===== config.mk =====
export PLATFORM = sky130hd
export DESIGN_NAME = present_dec_ctrl
export DESIGN_NICKNAME = d
export VERILOG_FILES = /design/src/rtl/present_pkg.sv /design/src/rtl/present_key_step.sv /design/src/rtl/present_dec_ctrl.sv
export SDC_FILE = /design/constraint.sdc
export NUM_CORES = 1
export LEC_CHECK = 0
export BUFFER_PORTS_ARGS = -buffer_cell sky130_fd_sc_hd__buf_4
export CAP_MARGIN = 40
export CORE_AREA = 2 2 214 195
export DETAILED_ROUTE_END_ITERATION = 12
export DIE_AREA = 0 0 216 197
export RECOVER_POWER = 100
export SLEW_MARGIN = 0
export SYNTH_ARGS = -nofsm -noshare
export SYNTH_HDL_FRONTEND = slang
export SYNTH_SLANG_ARGS = --single-unit

===== constraint.sdc =====
create_clock -name clk -period 3.8 [get_ports clk]
set_input_delay 1.14 -clock clk [delete_from_list [all_inputs] [get_ports clk]]
set_output_delay 1.14 -clock clk [all_outputs]
set_load 0.01 [all_outputs]

===== src/rtl/present_pkg.sv =====
// Shared constants, FSM encoding and PRESENT nibble/bit-permutation helpers
// for the single-block PRESENT-80 decryption sequencer.
package present_pkg;

    localparam int ROUNDS = 31;
    localparam int KEY_W  = 80;
    localparam int BLK_W  = 64;

    localparam logic [4:0] RC_LAST  = 5'(ROUNDS);
    localparam logic [4:0] RC_FIRST = 5'd1;

    typedef enum logic [2:0] {
        ST_IDLE,
        ST_KEYEXP,
        ST_WHITEN,
        ST_ROUND,
        ST_DONE
    } fsm_state_e;

    function automatic logic [3:0] sbox(input logic [3:0] x);
        logic [3:0] r;
        case (x)
            4'h0: r = 4'hC;
            4'h1: r = 4'h5;
            4'h2: r = 4'h6;
            4'h3: r = 4'hB;
            4'h4: r = 4'h9;
            4'h5: r = 4'h0;
            4'h6: r = 4'hA;
            4'h7: r = 4'hD;
            4'h8: r = 4'h3;
            4'h9: r = 4'hE;
            4'hA: r = 4'hF;
            4'hB: r = 4'h8;
            4'hC: r = 4'h4;
            4'hD: r = 4'h7;
            4'hE: r = 4'h1;
            default: r = 4'h2;
        endcase
        return r;
    endfunction

    function automatic logic [3:0] sbox_inv(input logic [3:0] x);
        logic [3:0] r;
        case (x)
            4'h0: r = 4'h5;
            4'h1: r = 4'hE;
            4'h2: r = 4'hF;
            4'h3: r = 4'h8;
            4'h4: r = 4'hC;
            4'h5: r = 4'h1;
            4'h6: r = 4'h2;
            4'h7: r = 4'hD;
            4'h8: r = 4'hB;
            4'h9: r = 4'h4;
            4'hA: r = 4'h6;
            4'hB: r = 4'h3;
            4'hC: r = 4'h0;
            4'hD: r = 4'h7;
            4'hE: r = 4'h9;
            default: r = 4'hA;
        endcase
        return r;
    endfunction

    // Forward pLayer sends bit i to i*16 mod 63, so the inverse gathers from there.
    function automatic logic [BLK_W-1:0] p_layer_inv(input logic [BLK_W-1:0] x);
        logic [BLK_W-1:0] r;
        r[BLK_W-1] = x[BLK_W-1];
        for (int i = 0; i < BLK_W - 1; i++) begin
            r[i] = x[(i * 16) % 63];
        end
        return r;
    endfunction

endpackage


===== src/rtl/present_key_step.sv =====
// One PRESENT-80 key-schedule step, forward (encrypt order) or inverse,
// selected by inverse_i. Purely combinational.
module present_key_step
    import present_pkg::*;
(
    input  logic [KEY_W-1:0] key_i,
    input  logic [4:0]       rc_i,
    input  logic             inverse_i,
    output logic [KEY_W-1:0] key_o
);

    logic [KEY_W-1:0] rot_fwd;
    logic [KEY_W-1:0] key_fwd;
    logic [KEY_W-1:0] undo;
    logic [KEY_W-1:0] key_inv;

    always_comb begin
        rot_fwd = {key_i[18:0], key_i[79:19]};
        key_fwd = {sbox(rot_fwd[79:76]), rot_fwd[75:20],
                   rot_fwd[19:15] ^ rc_i, rot_fwd[14:0]};

        // Undo in reverse order: counter XOR, S-box, then rotate back by 61.
        undo          = key_i;
        undo[19:15]   = key_i[19:15] ^ rc_i;
        undo[79:76]   = sbox_inv(key_i[79:76]);
        key_inv       = {undo[60:0], undo[79:61]};

        key_o = inverse_i ? key_inv : key_fwd;
    end

endmodule


===== src/rtl/present_dec_ctrl.sv =====
// PRESENT-80 single-block decryption sequencer, one round per clock.
// Optional K32 cache for repeated keys: define PRESENT_DEC_KEYCACHE_EN.
module present_dec_ctrl
    import present_pkg::*;
(
    input  logic             clk,
    input  logic             rst,
    input  logic             in_valid,
    output logic             in_ready,
    input  logic [BLK_W-1:0] state,
    input  logic [KEY_W-1:0] key,
    output logic             out_valid,
    input  logic             out_ready,
    output logic [BLK_W-1:0] out,
    output logic             busy
);

    fsm_state_e       fsm_q, fsm_d;
    logic [BLK_W-1:0] data_q, data_d;
    logic [KEY_W-1:0] key_q, key_d;
    logic [4:0]       rc_q, rc_d;

    logic [KEY_W-1:0] key_step;
    logic             key_inverse;
    logic [BLK_W-1:0] data_perm;
    logic [BLK_W-1:0] data_sub;
    logic             cache_hit;

    assign key_inverse = (fsm_q == ST_ROUND);

    present_key_step u_key_step (
        .key_i     (key_q),
        .rc_i      (rc_q),
        .inverse_i (key_inverse),
        .key_o     (key_step)
    );

    assign data_perm = p_layer_inv(data_q);

    generate
        for (genvar gi = 0; gi < BLK_W / 4; gi++) begin : g_sbox_inv
            assign data_sub[gi*4 +: 4] = sbox_inv(data_perm[gi*4 +: 4]);
        end
    endgenerate

`ifdef PRESENT_DEC_KEYCACHE_EN
    logic [KEY_W-1:0] cache_key_q, cache_key_d;
    logic [KEY_W-1:0] cache_k32_q, cache_k32_d;
    logic [KEY_W-1:0] user_key_q, user_key_d;
    logic             cache_vld_q, cache_vld_d;

    assign cache_hit = cache_vld_q && (key == cache_key_q);

    always_comb begin
        cache_key_d = cache_key_q;
        cache_k32_d = cache_k32_q;
        cache_vld_d = cache_vld_q;
        user_key_d  = user_key_q;
        if (fsm_q == ST_IDLE && in_valid) begin
            user_key_d = key;
        end
        if (fsm_q == ST_KEYEXP && rc_q == RC_LAST) begin
            cache_key_d = user_key_q;
            cache_k32_d = key_step;
            cache_vld_d = 1'b1;
        end
    end

    always_ff @(posedge clk) begin
        if (rst) begin
            cache_key_q <= '0;
            cache_k32_q <= '0;
            user_key_q  <= '0;
            cache_vld_q <= 1'b0;
        end else begin
            cache_key_q <= cache_key_d;
            cache_k32_q <= cache_k32_d;
            user_key_q  <= user_key_d;
            cache_vld_q <= cache_vld_d;
        end
    end
`else
    assign cache_hit = 1'b0;
`endif

    always_comb begin
        fsm_d  = fsm_q;
        data_d = data_q;
        key_d  = key_q;
        rc_d   = rc_q;
        case (fsm_q)
            ST_IDLE: begin
                if (in_valid) begin
                    data_d = state;
                    key_d  = key;
                    rc_d   = RC_FIRST;
                    fsm_d  = ST_KEYEXP;
                `ifdef PRESENT_DEC_KEYCACHE_EN
                    if (cache_hit) begin
                        key_d = cache_k32_q;
                        fsm_d = ST_WHITEN;
                    end
                `endif
                end
            end
            ST_KEYEXP: begin
                key_d = key_step;
                if (rc_q == RC_LAST) begin
                    fsm_d = ST_WHITEN;
                end else begin
                    rc_d = rc_q + 5'd1;
                end
            end
            ST_WHITEN: begin
                data_d = data_q ^ key_q[79:16];
                rc_d   = RC_LAST;
                fsm_d  = ST_ROUND;
            end
            ST_ROUND: begin
                key_d  = key_step;
                data_d = data_sub ^ key_step[79:16];
                rc_d   = rc_q - 5'd1;
                if (rc_q == RC_FIRST) begin
                    fsm_d = ST_DONE;
                end
            end
            ST_DONE: begin
                if (out_ready) begin
                    fsm_d = ST_IDLE;
                end
            end
            default: fsm_d = ST_IDLE;
        endcase
    end

    always_ff @(posedge clk) begin
        if (rst) begin
            fsm_q  <= ST_IDLE;
            data_q <= '0;
            key_q  <= '0;
            rc_q   <= '0;
        end else begin
            fsm_q  <= fsm_d;
            data_q <= data_d;
            key_q  <= key_d;
            rc_q   <= rc_d;
        end
    end

    // Intermediate round data never leaves the block; out is zero until DONE.
    assign in_ready  = (fsm_q == ST_IDLE);
    assign out_valid = (fsm_q == ST_DONE);
    assign out       = out_valid ? data_q : '0;
    assign busy      = (fsm_q == ST_KEYEXP) || (fsm_q == ST_WHITEN) || (fsm_q == ST_ROUND);

endmodule


* Word-level counts from Yosys, hierarchy flattened
Memories as Yosys holds them, arrays and structs flattened. A register that Yosys moved wholly into a read port is not among the register bits.
Cells that the tools add are included.
** Operators by class
- $add $sub $neg :: 2
- Muxes and demuxes :: 50
- Equality and inequality tests :: 11
- Reductions and logical operators :: 11
- Bitwise logic cells :: 4
** Operator list (number)
- $pmux W64 S3 :: 1
- $mux W80 :: 2
- $pmux W80 S2 :: 1
- $mux W4 :: 36
- $mux W64 :: 2
- $xor A64 B64 Y64 :: 2
- $pmux W5 S4 :: 1
- $pmux W3 S5 :: 1
- $mux W3 :: 4
- $mux W5 :: 2
- $xor A5 B5 Y5 :: 2
- $ne A2 B2 Y1 const B :: 4
- $eq A3 B2 Y1 const B :: 2
- $add A5 B1 Y5 const B :: 1
- $eq A5 B1 Y1 const B :: 1
- $eq A5 B5 Y1 const B :: 1
- $sub A5 B1 Y5 const B :: 1
- $reduce_and A2 Y1 :: 2
- $reduce_and A4 Y1 :: 1
- $reduce_bool A4 Y1 :: 1
- $eq A3 B1 Y1 const B :: 1
- $eq A3 B3 Y1 const B :: 1
- $logic_not A3 Y1 :: 1
- $reduce_and A3 Y1 :: 1
- other kinds (5) :: 6
** Word-level totals
- Output and inout bits :: 67
- Register bits after elaboration :: 152
- Memory bits (read-only) :: 1152
- Memories :: 18
- Input port bits :: 148
** Memory list
- (name not given) :: depth 16, width 4, rd ports 1, clocked after Yosys merged registers in 1, write ports 0, RTL line present_pkg.sv:45 : case (x)
- (name not given) :: depth 16, width 4, rd ports 1, clocked after Yosys merged registers in 1, write ports 0, RTL line present_pkg.sv:45
- (name not given) :: depth 16, width 4, rd ports 1, clocked after Yosys merged registers in 1, write ports 0, RTL line present_pkg.sv:45
- (name not given) :: depth 16, width 4, rd ports 1, clocked after Yosys merged registers in 1, write ports 0, RTL line present_pkg.sv:45
- (name not given) :: depth 16, width 4, rd ports 1, clocked after Yosys merged registers in 1, write ports 0, RTL line present_pkg.sv:45
- (name not given) :: depth 16, width 4, rd ports 1, clocked after Yosys merged registers in 1, write ports 0, RTL line present_pkg.sv:45
- 12 more memories

* Depth between registers and ports, before layout
- Depth in word-level cells :: 6
- Mapped depth :: 15
- Depth with buffers taken out :: 11

* Cells and area by module
From an unflattened synthesis, not the netlist that was laid out.
** Second synthesis, totals
- Cell total of the unflattened synthesis :: 1970
- Area total of the unflattened synthesis :: 16194.3 um^2
** By module, submodules not included
- present_dec_ctrl :: cells each 1811, area an instance 14769.2 um^2, seq. area each 4324.1 um^2, instances 1
- present_key_step :: cells each 159, area an instance 1425.1 um^2, seq. area each 0.0 um^2, instances 1

* Worst setup path after synthesis
No wires, ideal clock.
- Path kind :: input port to flip-flop
- Start point :: in in_valid
- End point :: reg, netlist name data_sub[18]
- Slack :: 0.155 ns
- Library setup time :: 0.116 ns
- Stages :: 14
- Arrival :: 3.529 ns
- Buffers on the path :: 4
- Cells stage by stage :: nor2b_1 -> buf_2 -> o21ai_2 -> buf_4 -> buf_2 -> buf_2 -> o21ai_0 -> a21oi_1 -> inv_1 -> ha_1 -> inv_1 -> nor3_1 -> a21oi_1 -> o211a_1
** On the way
- Cells in the longest elaborated chain, start to end :: 4
** Ends and longest elaborated chain
- start, declared :: RTL line present_dec_ctrl.sv:8 : input logic in_valid,
- $ne A2 B2 Y1 (no source line)
- $reduce_and A2 Y1 (no source line)
- $mux W4 (no source line) (2 in a row)
Every way passes these cells.
A chain may end at the register's enable or synchronous reset.

* Final worst setup path
- Start point :: reg fsm_q[2]
- End point :: reg, netlist name data_sub[42]
** On the way
- Cells in the longest elaborated chain, start to end :: 6
- Elaborated cells on any way between the ends :: 11
- Those cells by class :: eq/ne (3); mux (4); bitwise (1); reduce/logical (3)
** Ends and longest elaborated chain
- start, declared :: RTL line present_dec_ctrl.sv:18 : fsm_state_e fsm_q, fsm_d;
- start signal, assigned :: RTL line present_dec_ctrl.sv:143 : fsm_q <= fsm_d;
- $eq A3 B2 Y1 :: RTL line present_dec_ctrl.sv:29, present_dec_ctrl.sv:91
- $mux W80 :: RTL line present_key_step.sv:28 : key_o = inverse_i ? key_inv : key_fwd;
- $xor A64 B64 Y64 :: RTL line present_dec_ctrl.sv:121 : data_d = data_sub ^ key_step[79:16];
- $pmux W64 S3 :: RTL line present_dec_ctrl.sv:91 : case (fsm_q)
- $mux W4 (no source line) (*) (2 in a row)
Every way passes the cells marked *; elsewhere a longest branch is shown, timed or not.

==> results.ini <==
[place]
place_congestion=0.963
placed_cell_area_mm2=0.0184
dp_hpwl_mm=50.0
port_buffers=214
place_inst=2626
place_ws_ps=171

[timing]
finalSetupViolations=0
final.period_utilization_pct=94.9
min_period_ps=3610
tightest_slew_ps=1600
final-hold-violation-count=0
finalMaxSlewViolations=10
fmax_mhz=277
rsz0062_at_grt=false
holdWs_ps=510
tns_ps=0
skew_ps=19.3
relSlewSlack_pct=-7.31
finalWorstSetupSlack_ps=192

[global_route]
grt_pass1_vias=15100
groute.usage.overall_pct=31.0
grt_max_degree=136
antenna_found_initial=0
grt_pass1_wl_mm=98.5
grt_overflow=0

[power_and_ir_drop]
peakVddDrop_mv=0.362
p_per_area_mw_per_mm2=617
leakage_nw=7.67

[clocking]
cts.sinks=224
path_clk_slew_ps=60
post-cts-setup-buffer-count=0
tritoncts=built
postCtsHoldBufs=0
cts_made_buffers=27
insertion_delay_ps=570
htreeDepth=1
clk_path_buf_depth=3
cts_root_buf=clkbuf_16

[cells_and_area]
area_growth_pct=18.3
final_cell_count_no_fill=2675
final_common_cell=buf_4
diodes=0
drive_gt1_share_pct=16.9
fillCellCount=4017
fin_area_mm2=0.0189
final_cell_mix=buf_4 (235), dfxtp_1 (221), nand2_1 (193)
nets=2374

[worst_hold_path]
whs_path_depth=2
hold_class=register to register

[routing]
vias=16100
drtPass1Iterations=6
drt-total-wl_mm=68.4
drcViolationCount=0
wl_per_cell_um=25.6
drtAntennaViolNets=0
drt-vias-per-instance=6.03
drt_iter0_drc=2104

[synth]
yosys.cell_types.count=85
synth_area_mm2=0.0160
synth_seq_cells=224
synth_edf_count=0
synth_cells=1935
synth_ff_type=dfxtp_1
yosysSeqAreaShare_pct=28.0
synth_nets=2194
async_flop_share_pct=0
yosys_warnings=0
synth.avg_cell_area_um2=8.28

[worst_setup_path]
end_kind=register
worstPathMaxFanout=18
crit_buf_inv=2
required_ps=4260
critPathLaunchType=register
cp_cell_sequence=nand2b_2, clkbuf_1, a22o_1, o21ai_0, a21oi_2, inv_1, ha_1, or3_1, o211a_1
path_depth=9
crit_family=compound AO/OA/AOI/OAI gates
critical_path_class=register to register
slowest_delay_ps=580
worstPathArrival_ps=4060
crit_path_top_delay_cell=nand2b_2
rr_worst_depth=9

[floorplanning]
io_pins=215
die_x_um=216
fp-row-count=70
die_h_um=197
core_area_mm2=0.0403
die-area_mm2=0.0426
initial_utilization_pct=39.7

[outcome]
failed_checks=max-capacitance violations, max-slew violations
run_status=complete, but fails checks

[flow_run]
cap_violations=1

[layout make-up]
cell class	instances	area, um2	share of cell area (%)
well taps	540	676	3.57
inverters	100	379	2.00
multi-input cells	1464	10400	54.8
clock buffers	38	797	4.21
flip-flops and latches	224	4490	23.7
repair buffers	298	2160	11.4
clock inverters	11	63.8	0.337
[repair_timing]
item,4_1_cts,5_1_grt
hold endpoints to repair,0,0
setup endpoints to repair,0,2
gates resized for setup,0,1
[synthesized netlist by cell type, types with 20 or more instances]
master / count / area [um2]
dfxtp_1: 224 / 4480
a21oi_1: 177 / 886
o211ai_1: 79 / 593
mux2_2: 22 / 248
ha_1: 111 / 1390
xnor2_1: 23 / 201
and2_1: 50 / 313
nand3b_1: 20 / 150
o221ai_1: 20 / 175
mux2i_1: 138 / 1380
inv_1: 93 / 349
buf_2: 47 / 235
a211oi_1: 23 / 173
nand2_1: 193 / 724
xor2_1: 65 / 569
a22oi_1: 34 / 255
nor2_1: 120 / 450
clkbuf_1: 62 / 233
o21ai_0: 83 / 415
nor2b_1: 29 / 181
[registers in the layout, summed over array words and instances (netlist names)]
signal,count
u_key_step.key_inv,4
data_q,64
rc_q,5
fsm_q,3
data_sub,64
key_q,80
u_key_step.key_fwd,4
[cells by family (layout without fill, tap and decap cells)]
group / Yosys count / count (layout) / synth area share, %
simple gates: 507 / 507 / 15.2
flops: 224 / 224 / 28.0
xor+xnor: 88 / 88 / 4.81
buf+inv: 247 / 447 / 6.77
fa+ha+maj: 111 / 111 / 8.67
mux: 162 / 162 / 10.5
compound gates: 596 / 596 / 26.1
[worst paths after layout]
kind,from,endpoint,slack [ps]
worst min register to register,key_q[2]$_SDFFE_PP0N_,key_q[2]$_SDFFE_PP0N_,510
worst min-delay path,key_q[2]$_SDFFE_PP0N_,key_q[2]$_SDFFE_PP0N_,510
worst max-delay path,fsm_q[2]$_SDFFE_PP0P_,data_sub[42]$_DFF_P_,190
worst max register to register,fsm_q[2]$_SDFFE_PP0P_,data_sub[42]$_DFF_P_,190
[power breakdown]
part | switching [mW] | leakage, nW | internal, mW
combinational | 3.06 | 5.38 | 2.09
sequential | 0.935 | 1.86 | 3.04
clock | 1.12 | 0.430 | 1.45
[layer usage]
metal	GRT usage [%]	wire [um]	vias up
met2	46.9	29000	947
met1	43.0	28900	7705
met4	13.5	3640	0
met3	5.49	6770	170
li1	-	-	7305
met5	0	0	-
[worst register-to-register path: cells and delay by family, from the launching register on]
kind / cells / cell delay [ps]
AOI/OAI and AO/OA: 4 / 1010
DFF: 1 / 550
and+or+nand+nor: 2 / 1000
buffers and inverters: 2 / 550
adders and majority gates: 1 / 400
[per-stage QoR]
step                util, %  total power [mW]
detailed placement     45.6              9.06
global placement       45.6              8.98
global route           47.0              12.3
CTS                    47.7              11.6
floorplan                 -              7.13
finish                 47.0              11.7
Power figures use the tool's default switching activity.
